<file path="src/rtl/mic1_mem_arbiter_if.sv">
// Bus bundle between the MIC-1 memory arbiter and its CPU, loader, memory and byte-I/O neighbours.
`default_nettype none

interface mic1_mem_arbiter_if;
  logic        cpu_run;
  logic        cpu_read;
  logic        cpu_write;
  logic [31:0] cpu_addr;
  logic [31:0] cpu_wdata;
  logic [31:0] cpu_rdata;
  logic        cpu_hold;

  logic        ldr_req;
  logic        ldr_write;
  logic [31:0] ldr_addr;
  logic [31:0] ldr_wdata;
  logic        ldr_gnt;
  logic        ldr_rvalid;
  logic [31:0] ldr_rdata;

  logic        mem_ren;
  logic        mem_wen;
  logic [31:0] mem_addr;
  logic [31:0] mem_wdata;
  logic [31:0] mem_rdata;

  logic [7:0]  io_in_data;
  logic        io_in_valid;
  logic        io_in_ready;
  logic [7:0]  io_out_data;
  logic        io_out_valid;

  modport slave (
    input  cpu_run, cpu_read, cpu_write, cpu_addr, cpu_wdata,
    output cpu_rdata, cpu_hold,
    input  ldr_req, ldr_write, ldr_addr, ldr_wdata,
    output ldr_gnt, ldr_rvalid, ldr_rdata,
    output mem_ren, mem_wen, mem_addr, mem_wdata,
    input  mem_rdata,
    input  io_in_data, io_in_valid,
    output io_in_ready, io_out_data, io_out_valid
  );

  modport master (
    output cpu_run, cpu_read, cpu_write, cpu_addr, cpu_wdata,
    input  cpu_rdata, cpu_hold,
    output ldr_req, ldr_write, ldr_addr, ldr_wdata,
    input  ldr_gnt, ldr_rvalid, ldr_rdata,
    input  mem_ren, mem_wen, mem_addr, mem_wdata,
    output mem_rdata,
    output io_in_data, io_in_valid,
    input  io_in_ready, io_out_data, io_out_valid
  );
endinterface

`default_nettype wire

</file>
<file path="src/rtl/mic1_mem_arbiter.sv">
// MIC-1 memory arbiter: CPU has absolute memory priority, loader gets idle cycles,
// one memory-mapped byte I/O port with a single-byte receive buffer.
`default_nettype none

module mic1_mem_arbiter #(
  parameter logic [31:0] IO_ADDR      = 32'hFFFF_FFFD,
  parameter int          STARVE_LIMIT = 16
) (
  input  wire logic           clk,
  input  wire logic           reset,
  mic1_mem_arbiter_if.slave   bus
);

  localparam logic [1:0] L_IDLE = 2'd0;
  localparam logic [1:0] L_WAIT = 2'd1;
  localparam logic [1:0] L_RESP = 2'd2;
  localparam logic [7:0] HOLD_LIMIT = 8'(STARVE_LIMIT);

  logic [1:0]  state_q, state_d;
  logic [7:0]  cnt_q, cnt_d;
  logic        rx_full_q, rx_full_d;
  logic [7:0]  rx_byte_q, rx_byte_d;
  logic [7:0]  out_data_q, out_data_d;
  logic        out_valid_q, out_valid_d;
  logic        src_io_q, src_io_d;
  logic [31:0] io_rdata_q, io_rdata_d;

  logic        cpu_mem, cpu_io_rd, cpu_io_wr;
  logic        gnt, rvalid;
  logic        mem_ren, mem_wen;
  logic [31:0] mem_addr, mem_wdata;

  assign cpu_mem   = bus.cpu_run & (bus.cpu_read | bus.cpu_write) & (bus.cpu_addr != IO_ADDR);
  assign cpu_io_rd = bus.cpu_run & bus.cpu_read  & (bus.cpu_addr == IO_ADDR);
  assign cpu_io_wr = bus.cpu_run & bus.cpu_write & (bus.cpu_addr == IO_ADDR);

  always_ff @(posedge clk or posedge reset) begin
    if (reset) state_q <= L_IDLE;
    else       state_q <= state_d;
  end

  always_comb begin
    state_d = state_q;
    case (state_q)
      L_IDLE: if (bus.ldr_req) state_d = L_WAIT;
      L_WAIT: begin
        if (!bus.ldr_req)  state_d = L_IDLE;
        else if (!cpu_mem) state_d = bus.ldr_write ? L_IDLE : L_RESP;
      end
      L_RESP:  state_d = L_IDLE;
      default: state_d = L_IDLE;
    endcase
  end

  // The loader only ever sees cycles the CPU leaves free; a held CPU still wins.
  always_comb begin
    gnt       = (state_q == L_WAIT) & bus.ldr_req & ~cpu_mem;
    rvalid    = (state_q == L_RESP);
    mem_ren   = 1'b0;
    mem_wen   = 1'b0;
    mem_addr  = bus.cpu_addr;
    mem_wdata = bus.cpu_wdata;
    if (cpu_mem) begin
      mem_ren = bus.cpu_read;
      mem_wen = bus.cpu_write;
    end else if (gnt) begin
      mem_ren   = ~bus.ldr_write;
      mem_wen   = bus.ldr_write;
      mem_addr  = bus.ldr_addr;
      mem_wdata = bus.ldr_wdata;
    end
  end

  always_comb begin
    cnt_d = 8'd0;
    if ((state_q == L_WAIT) && bus.ldr_req && !gnt)
      cnt_d = (cnt_q == 8'hFF) ? cnt_q : cnt_q + 8'd1;

    rx_full_d = rx_full_q;
    rx_byte_d = rx_byte_q;
    if (bus.io_in_valid && !rx_full_q) begin
      rx_full_d = 1'b1;
      rx_byte_d = bus.io_in_data;
    end else if (cpu_io_rd) begin
      rx_full_d = 1'b0;
    end

    src_io_d   = cpu_io_rd;
    io_rdata_d = io_rdata_q;
    if (cpu_io_rd) io_rdata_d = rx_full_q ? {24'h0, rx_byte_q} : 32'h0;

    out_valid_d = cpu_io_wr;
    out_data_d  = cpu_io_wr ? bus.cpu_wdata[7:0] : out_data_q;
  end

  always_ff @(posedge clk or posedge reset) begin
    if (reset) begin
      cnt_q       <= 8'd0;
      rx_full_q   <= 1'b0;
      rx_byte_q   <= 8'h0;
      out_data_q  <= 8'h0;
      out_valid_q <= 1'b0;
      src_io_q    <= 1'b0;
      io_rdata_q  <= 32'h0;
    end else begin
      cnt_q       <= cnt_d;
      rx_full_q   <= rx_full_d;
      rx_byte_q   <= rx_byte_d;
      out_data_q  <= out_data_d;
      out_valid_q <= out_valid_d;
      src_io_q    <= src_io_d;
      io_rdata_q  <= io_rdata_d;
    end
  end

  assign bus.mem_ren      = mem_ren;
  assign bus.mem_wen      = mem_wen;
  assign bus.mem_addr     = mem_addr;
  assign bus.mem_wdata    = mem_wdata;
  assign bus.cpu_rdata    = src_io_q ? io_rdata_q : bus.mem_rdata;
  assign bus.cpu_hold     = (cnt_q >= HOLD_LIMIT) & ~gnt;
  assign bus.ldr_gnt      = gnt;
  assign bus.ldr_rvalid   = rvalid;
  assign bus.ldr_rdata    = bus.mem_rdata;
  assign bus.io_in_ready  = ~rx_full_q;
  assign bus.io_out_data  = out_data_q;
  assign bus.io_out_valid = out_valid_q;

endmodule

`default_nettype wire

</file>
<file path="src/flat_wrapper.sv">
// flat-port wrapper written by rule: the top's interface ports become plain ports
module mic1_mem_arbiter_flat 
#(
  parameter logic [31:0] IO_ADDR      = 32'hFFFF_FFFD,
  parameter int          STARVE_LIMIT = 16
)
  (clk, reset, bus_cpu_run, bus_cpu_read, bus_cpu_write, bus_cpu_addr, bus_cpu_wdata, bus_cpu_rdata, bus_cpu_hold, bus_ldr_req, bus_ldr_write, bus_ldr_addr, bus_ldr_wdata, bus_ldr_gnt, bus_ldr_rvalid, bus_ldr_rdata, bus_mem_ren, bus_mem_wen, bus_mem_addr, bus_mem_wdata, bus_mem_rdata, bus_io_in_data, bus_io_in_valid, bus_io_in_ready, bus_io_out_data, bus_io_out_valid);
  mic1_mem_arbiter_if bus_i ();
  input  wire logic clk;
  input  wire logic reset;
  input wire logic [$bits(bus_i.cpu_run)-1:0] bus_cpu_run;
  input wire logic [$bits(bus_i.cpu_read)-1:0] bus_cpu_read;
  input wire logic [$bits(bus_i.cpu_write)-1:0] bus_cpu_write;
  input wire logic [$bits(bus_i.cpu_addr)-1:0] bus_cpu_addr;
  input wire logic [$bits(bus_i.cpu_wdata)-1:0] bus_cpu_wdata;
  output wire logic [$bits(bus_i.cpu_rdata)-1:0] bus_cpu_rdata;
  output wire logic [$bits(bus_i.cpu_hold)-1:0] bus_cpu_hold;
  input wire logic [$bits(bus_i.ldr_req)-1:0] bus_ldr_req;
  input wire logic [$bits(bus_i.ldr_write)-1:0] bus_ldr_write;
  input wire logic [$bits(bus_i.ldr_addr)-1:0] bus_ldr_addr;
  input wire logic [$bits(bus_i.ldr_wdata)-1:0] bus_ldr_wdata;
  output wire logic [$bits(bus_i.ldr_gnt)-1:0] bus_ldr_gnt;
  output wire logic [$bits(bus_i.ldr_rvalid)-1:0] bus_ldr_rvalid;
  output wire logic [$bits(bus_i.ldr_rdata)-1:0] bus_ldr_rdata;
  output wire logic [$bits(bus_i.mem_ren)-1:0] bus_mem_ren;
  output wire logic [$bits(bus_i.mem_wen)-1:0] bus_mem_wen;
  output wire logic [$bits(bus_i.mem_addr)-1:0] bus_mem_addr;
  output wire logic [$bits(bus_i.mem_wdata)-1:0] bus_mem_wdata;
  input wire logic [$bits(bus_i.mem_rdata)-1:0] bus_mem_rdata;
  input wire logic [$bits(bus_i.io_in_data)-1:0] bus_io_in_data;
  input wire logic [$bits(bus_i.io_in_valid)-1:0] bus_io_in_valid;
  output wire logic [$bits(bus_i.io_in_ready)-1:0] bus_io_in_ready;
  output wire logic [$bits(bus_i.io_out_data)-1:0] bus_io_out_data;
  output wire logic [$bits(bus_i.io_out_valid)-1:0] bus_io_out_valid;
  assign bus_i.cpu_run = bus_cpu_run;
  assign bus_i.cpu_read = bus_cpu_read;
  assign bus_i.cpu_write = bus_cpu_write;
  assign bus_i.cpu_addr = bus_cpu_addr;
  assign bus_i.cpu_wdata = bus_cpu_wdata;
  assign bus_cpu_rdata = bus_i.cpu_rdata;
  assign bus_cpu_hold = bus_i.cpu_hold;
  assign bus_i.ldr_req = bus_ldr_req;
  assign bus_i.ldr_write = bus_ldr_write;
  assign bus_i.ldr_addr = bus_ldr_addr;
  assign bus_i.ldr_wdata = bus_ldr_wdata;
  assign bus_ldr_gnt = bus_i.ldr_gnt;
  assign bus_ldr_rvalid = bus_i.ldr_rvalid;
  assign bus_ldr_rdata = bus_i.ldr_rdata;
  assign bus_mem_ren = bus_i.mem_ren;
  assign bus_mem_wen = bus_i.mem_wen;
  assign bus_mem_addr = bus_i.mem_addr;
  assign bus_mem_wdata = bus_i.mem_wdata;
  assign bus_i.mem_rdata = bus_mem_rdata;
  assign bus_i.io_in_data = bus_io_in_data;
  assign bus_i.io_in_valid = bus_io_in_valid;
  assign bus_io_in_ready = bus_i.io_in_ready;
  assign bus_io_out_data = bus_i.io_out_data;
  assign bus_io_out_valid = bus_i.io_out_valid;
  mic1_mem_arbiter #(.IO_ADDR(IO_ADDR), .STARVE_LIMIT(STARVE_LIMIT)) u_core (.clk(clk), .reset(reset), .bus(bus_i));
endmodule
</file>
<file path="config.mk">
export PLATFORM = sky130hd
export DESIGN_NAME = mic1_mem_arbiter_flat
export DESIGN_NICKNAME = d
export VERILOG_FILES = /design/src/rtl/mic1_mem_arbiter_if.sv /design/src/rtl/mic1_mem_arbiter.sv /design/src/flat_wrapper.sv
export SDC_FILE = /design/constraint.sdc
export NUM_CORES = 1
export LEC_CHECK = 0
export CORE_AREA = 2 2 124 126
export CTS_CLUSTER_DIAMETER = 100
export DETAILED_ROUTE_END_ITERATION = 10
export DIE_AREA = 0 0 126 128
export PLACE_DENSITY = 0.76
export SKIP_CTS_REPAIR_TIMING = 1
export SYNTH_ARGS = -nofsm -noshare
export SYNTH_HDL_FRONTEND = slang
export SYNTH_SLANG_ARGS = --single-unit
export TNS_END_PERCENT = 1
</file>
<file path="constraint.sdc">
create_clock -name clk -period 2.51 [get_ports clk]
set_input_delay 0.6275 -clock clk [delete_from_list [all_inputs] [get_ports clk]]
set_output_delay 0.6275 -clock clk [all_outputs]
set_load 0.02 [all_outputs]
</file>
==> metrics.md <==
| Metric | Value |
|---|---|
| Outcome | `finished with violations` |
| Failing checks | `setup timing` |
| Kind of critical path | `in -> out` |
| Number of design rule violations left after detail routing | `0` |
| Power Dens Cells | `~330 nW/µm²` |
| Instance count along the most critical hold path | `1` |
| Critical-path maximum fanout | `5` |
| Skew-Pair Late Insertion Delay | `about 0.28 ns` |
| Port Buf Inserts | `~320` |
| Fin. Hold Viols | `0` |
| Number of distinct library cell variants in the gate-level netlist after synthesis | `42` |
| Worst ir drop on vdd | `between 0.0002 and 0.0003 V` |
| Worst path required time | `between 1.5 and 2 ns` |
| Share of synthesized registers carrying an async set or reset | `1.000` |
| Total of max-cap violations | `0` |
| Post-synth top flop | `sky130_fd_sc_hd__dfrtp_1` |
| Vias per cell | `5.454` |
| Proportion of synthesized chip area in sequential cells | `0.2297` |
| Proportion of layout cells with a drive suffix above 1 | `0.2698` |
| Worst setup endpoint | `bus_mem_addr[26]` |
| Area of the core region | `~15000 µm²` |
| H-tree Lvls | `2` |
| Number of flops mapped to enable cells by yosys | `0` |
| Worst slew pin tran | `0.3625 ns` |
| Per-cell routed wire length | `between 15 and 20 µm` |
| Most numerous cell in the Yosys netlist | `sky130_fd_sc_hd__nand2_1` |
| Reg-to-reg critical path endpoint | `u_core.cnt_q[6]` |
| Cell total after placement | `slightly above 1000` |
| Slew margin rel. | `0.7583` |
| Top post-synthesis cells by area | `sky130_fd_sc_hd__dfrtp_1 (23%), sky130_fd_sc_hd__o211ai_1 (12%), sky130_fd_sc_hd__a22oi_1 (12%)` |
| Post-synthesis sequential element count | `37` |
| Overall fraction of global-route tracks in use | `0.2233` |
| PnR Total Power | `2.694 mW` |
| Cell at the root of the clock tree | `sky130_fd_sc_hd__clkbuf_16` |
| Flop2flop setup slack | `about 0.96 ns` |
| Half-perimeter wire length after placement | `roughly 15000 µm` |
| Cell Area, Synth | `4031 µm²` |
| Final min period | `roughly 3.0 ns` |
| Worst Slack Setup Final | `-0.4501 ns` |
| Leak pwr | `3.589 nW` |
| Detail Route Antenna Nets | `0` |
| Total non-filler cell area in the finished layout | `8122 µm²` |
| First-pass GRT wire length | `around 29000 µm` |
| Fill count | `~1400` |
| Type of element capturing the critical path | `primary output` |
| Minimum setup slack after placement | `-1.230 ns` |
| Total wirelength of the detailed-routed design | `20270 µm` |
| Sum of negative setup slack | `-24.85 ns` |
| Net count of the finished layout | `1048` |
| Worst hold margin | `around 0.51 ns` |
| Hold Crit Class | `reg -> reg` |
| Die Y | `roughly 130 µm` |
| Number of antenna violations at the first check in global routing | `3` |
| Highest clock rate | `0.3378 GHz` |
| Crit share post-route | `1.179` |
| Routability congestion estimate from global placement | `0.9096` |
| Yosys warnings | `0` |
| Worst R2R Start | `u_core.state_q[1]` |
| Endpoint arrival time on the critical path | `approximately 2.3 ns` |
| Count of clock tree sinks | `37` |
| Final-report setup violation count | `between 60 and 70` |
| Layout Cells excl Fill | `between 1000 and 1500` |
| Worst clock skew | `around 0.0041 ns` |
| Drt pass-1 iters | `5` |
| Synth Instances | `roughly 530` |
| Die X-Extent | `126 µm` |
| Max-slew violation total from the final report | `0` |
| TritonCTS clock tree | `built` |
| Maximum clock path buffer count | `2` |
| Io pins | `between 300 and 400` |
| Register-to-Register Path Depth | `6` |
| Full die area | `16130 µm²` |
| Number of nets produced by synthesis | `between 700 and 800` |
| Placement Rows | `45` |
| Placement Cell Area | `7950 µm²` |
| Number of design-rule violations left by the first detailed-router iteration | `488` |
| Startpoint kind of the worst setup timing path | `input port` |
| Global route overflow | `0` |
| Most used standard cells in the synthesized netlist | `sky130_fd_sc_hd__nand2_1 (76), sky130_fd_sc_hd__nand4_1 (71), sky130_fd_sc_hd__o211ai_1 (65), sky130_fd_sc_hd__a22oi_1 (63), sky130_fd_sc_hd__clkbuf_1 (47)` |
| Number of global-route vias before repair | `5404` |
| Initial core utilization | `0.2712` |
| Synth top area share | `0.2297` |
| Start point of the critical path | `bus_cpu_addr[30]` |
| Synthesized area per cell | `roughly 7.6 µm²` |
| Area Growth Syn to Fin | `101.5%` |
| Cell type with the largest total area after synthesis | `sky130_fd_sc_hd__dfrtp_1` |
| Final core utilization | `0.5464` |
| Clock transition at the registers of the reported paths | `0.06 ns` |
| Clock buffer count from CTS | `5` |
| Largest net degree at the start of global routing | `45` |
| Unrepaired setup endpoints after global routing | `true` |
| Via count | `5792` |
## registers in the layout, indices dropped and copies added, names as in the netlist
name,count
u_core.src_io_q,1
u_core.io_rdata_q,8
u_core.state_q,2
u_core.bus.io_out_data,8
u_core.rx_full_q,1
u_core.cnt_q,8
u_core.rx_byte_q,8
u_core.bus.io_out_valid,1
## power by group
part / switching [mW] / internal [mW]
Sequential: 0.0316 / 0.650
Combinational: 0.618 / 0.670
Clock: 0.254 / 0.470
Total: 0.904 / 1.79
## worst min path at each step
stage                                          from                        end  slack, ns
after global routing      u_core.bus.io_out_data[0]  u_core.bus.io_out_data[0]       0.53
final                           u_core.rx_byte_q[7]        u_core.rx_byte_q[7]       0.51
after detailed placement       u_core.io_rdata_q[3]       u_core.io_rdata_q[3]       0.49
after CTS                      u_core.io_rdata_q[3]       u_core.io_rdata_q[3]       0.50
after global placement         u_core.io_rdata_q[3]       u_core.io_rdata_q[3]       0.48
after floorplan                   u_core.state_q[0]          u_core.state_q[0]       0.46
## layer usage
metal	vias up	wire [µm]	GRT usage
met1	2676	7121	0.2581
li1	2696	-	-
met2	376	10640	0.4127
met3	44	1754	0.04132
met5	-	0	0
met4	0	748	0.07692
## layout make-up
cell class,instances,area [µm²],area share
multi-input cells,394,2700,0.3325
clock buffers,5,125.1,0.01541
clock inverters,3,46.29,0.005700
repair buffers,423,4048,0.4984
flip-flops and latches,37,925.9,0.1140
inverters,9,33.78,0.004160
diodes,3,7.507,0.0009244
well taps,188,235.2,0.02896
## kinds of logic after synthesis
| group | after synthesis | share of synthesized area |
|---|---|---|
| flip-flops | 37 | 0.2297 |
| multiplexers | 24 | 0.07449 |
| XOR/XNOR | 3 | 0.006519 |
| AND/OR/NAND/NOR | 203 | 0.2672 |
| adder cells (fa/ha/maj) | 2 | 0.006206 |
| AO/OA/AOI/OAI | 162 | 0.2927 |
| buffers and inverters | 96 | 0.1232 |
## cells in the final DEF (no fill, tap or decap), drive strengths merged, types with 2 or more instances in the layout
cell | synthesis | routed
clkdlybuf4s50 | 0 | 196
buf | 40 | 162
nand2 | 76 | 76
nand4 | 71 | 71
o211ai | 65 | 65
a22oi | 63 | 63
dlymetal6s2s | 0 | 38
dfrtp | 37 | 37
clkbuf | 47 | 32
nor2b | 26 | 26
mux2 | 24 | 24
o21ai | 11 | 11
inv | 9 | 9
nor2 | 9 | 9
o31ai | 8 | 8
a21oi | 5 | 5
diode | 0 | 3
nor3 | 3 | 3
and2 | 3 | 3
a211oi | 3 | 3
nor4 | 3 | 3
or4 | 2 | 2
or3 | 2 | 2
nand3 | 2 | 2
and3 | 2 | 2
xor2 | 2 | 2
ha | 2 | 2
## critical path, cell delays in order
cell and delay, ns:
sky130_fd_sc_hd__buf_6 0.07, sky130_fd_sc_hd__nand4_1 0.17, sky130_fd_sc_hd__or4_4 0.62, sky130_fd_sc_hd__nor2_4 0.21
sky130_fd_sc_hd__buf_6 0.17, sky130_fd_sc_hd__clkbuf_16 0.15, sky130_fd_sc_hd__o211ai_1 0.12, sky130_fd_sc_hd__buf_4 0.18
Power figures use the tool's default switching activity.
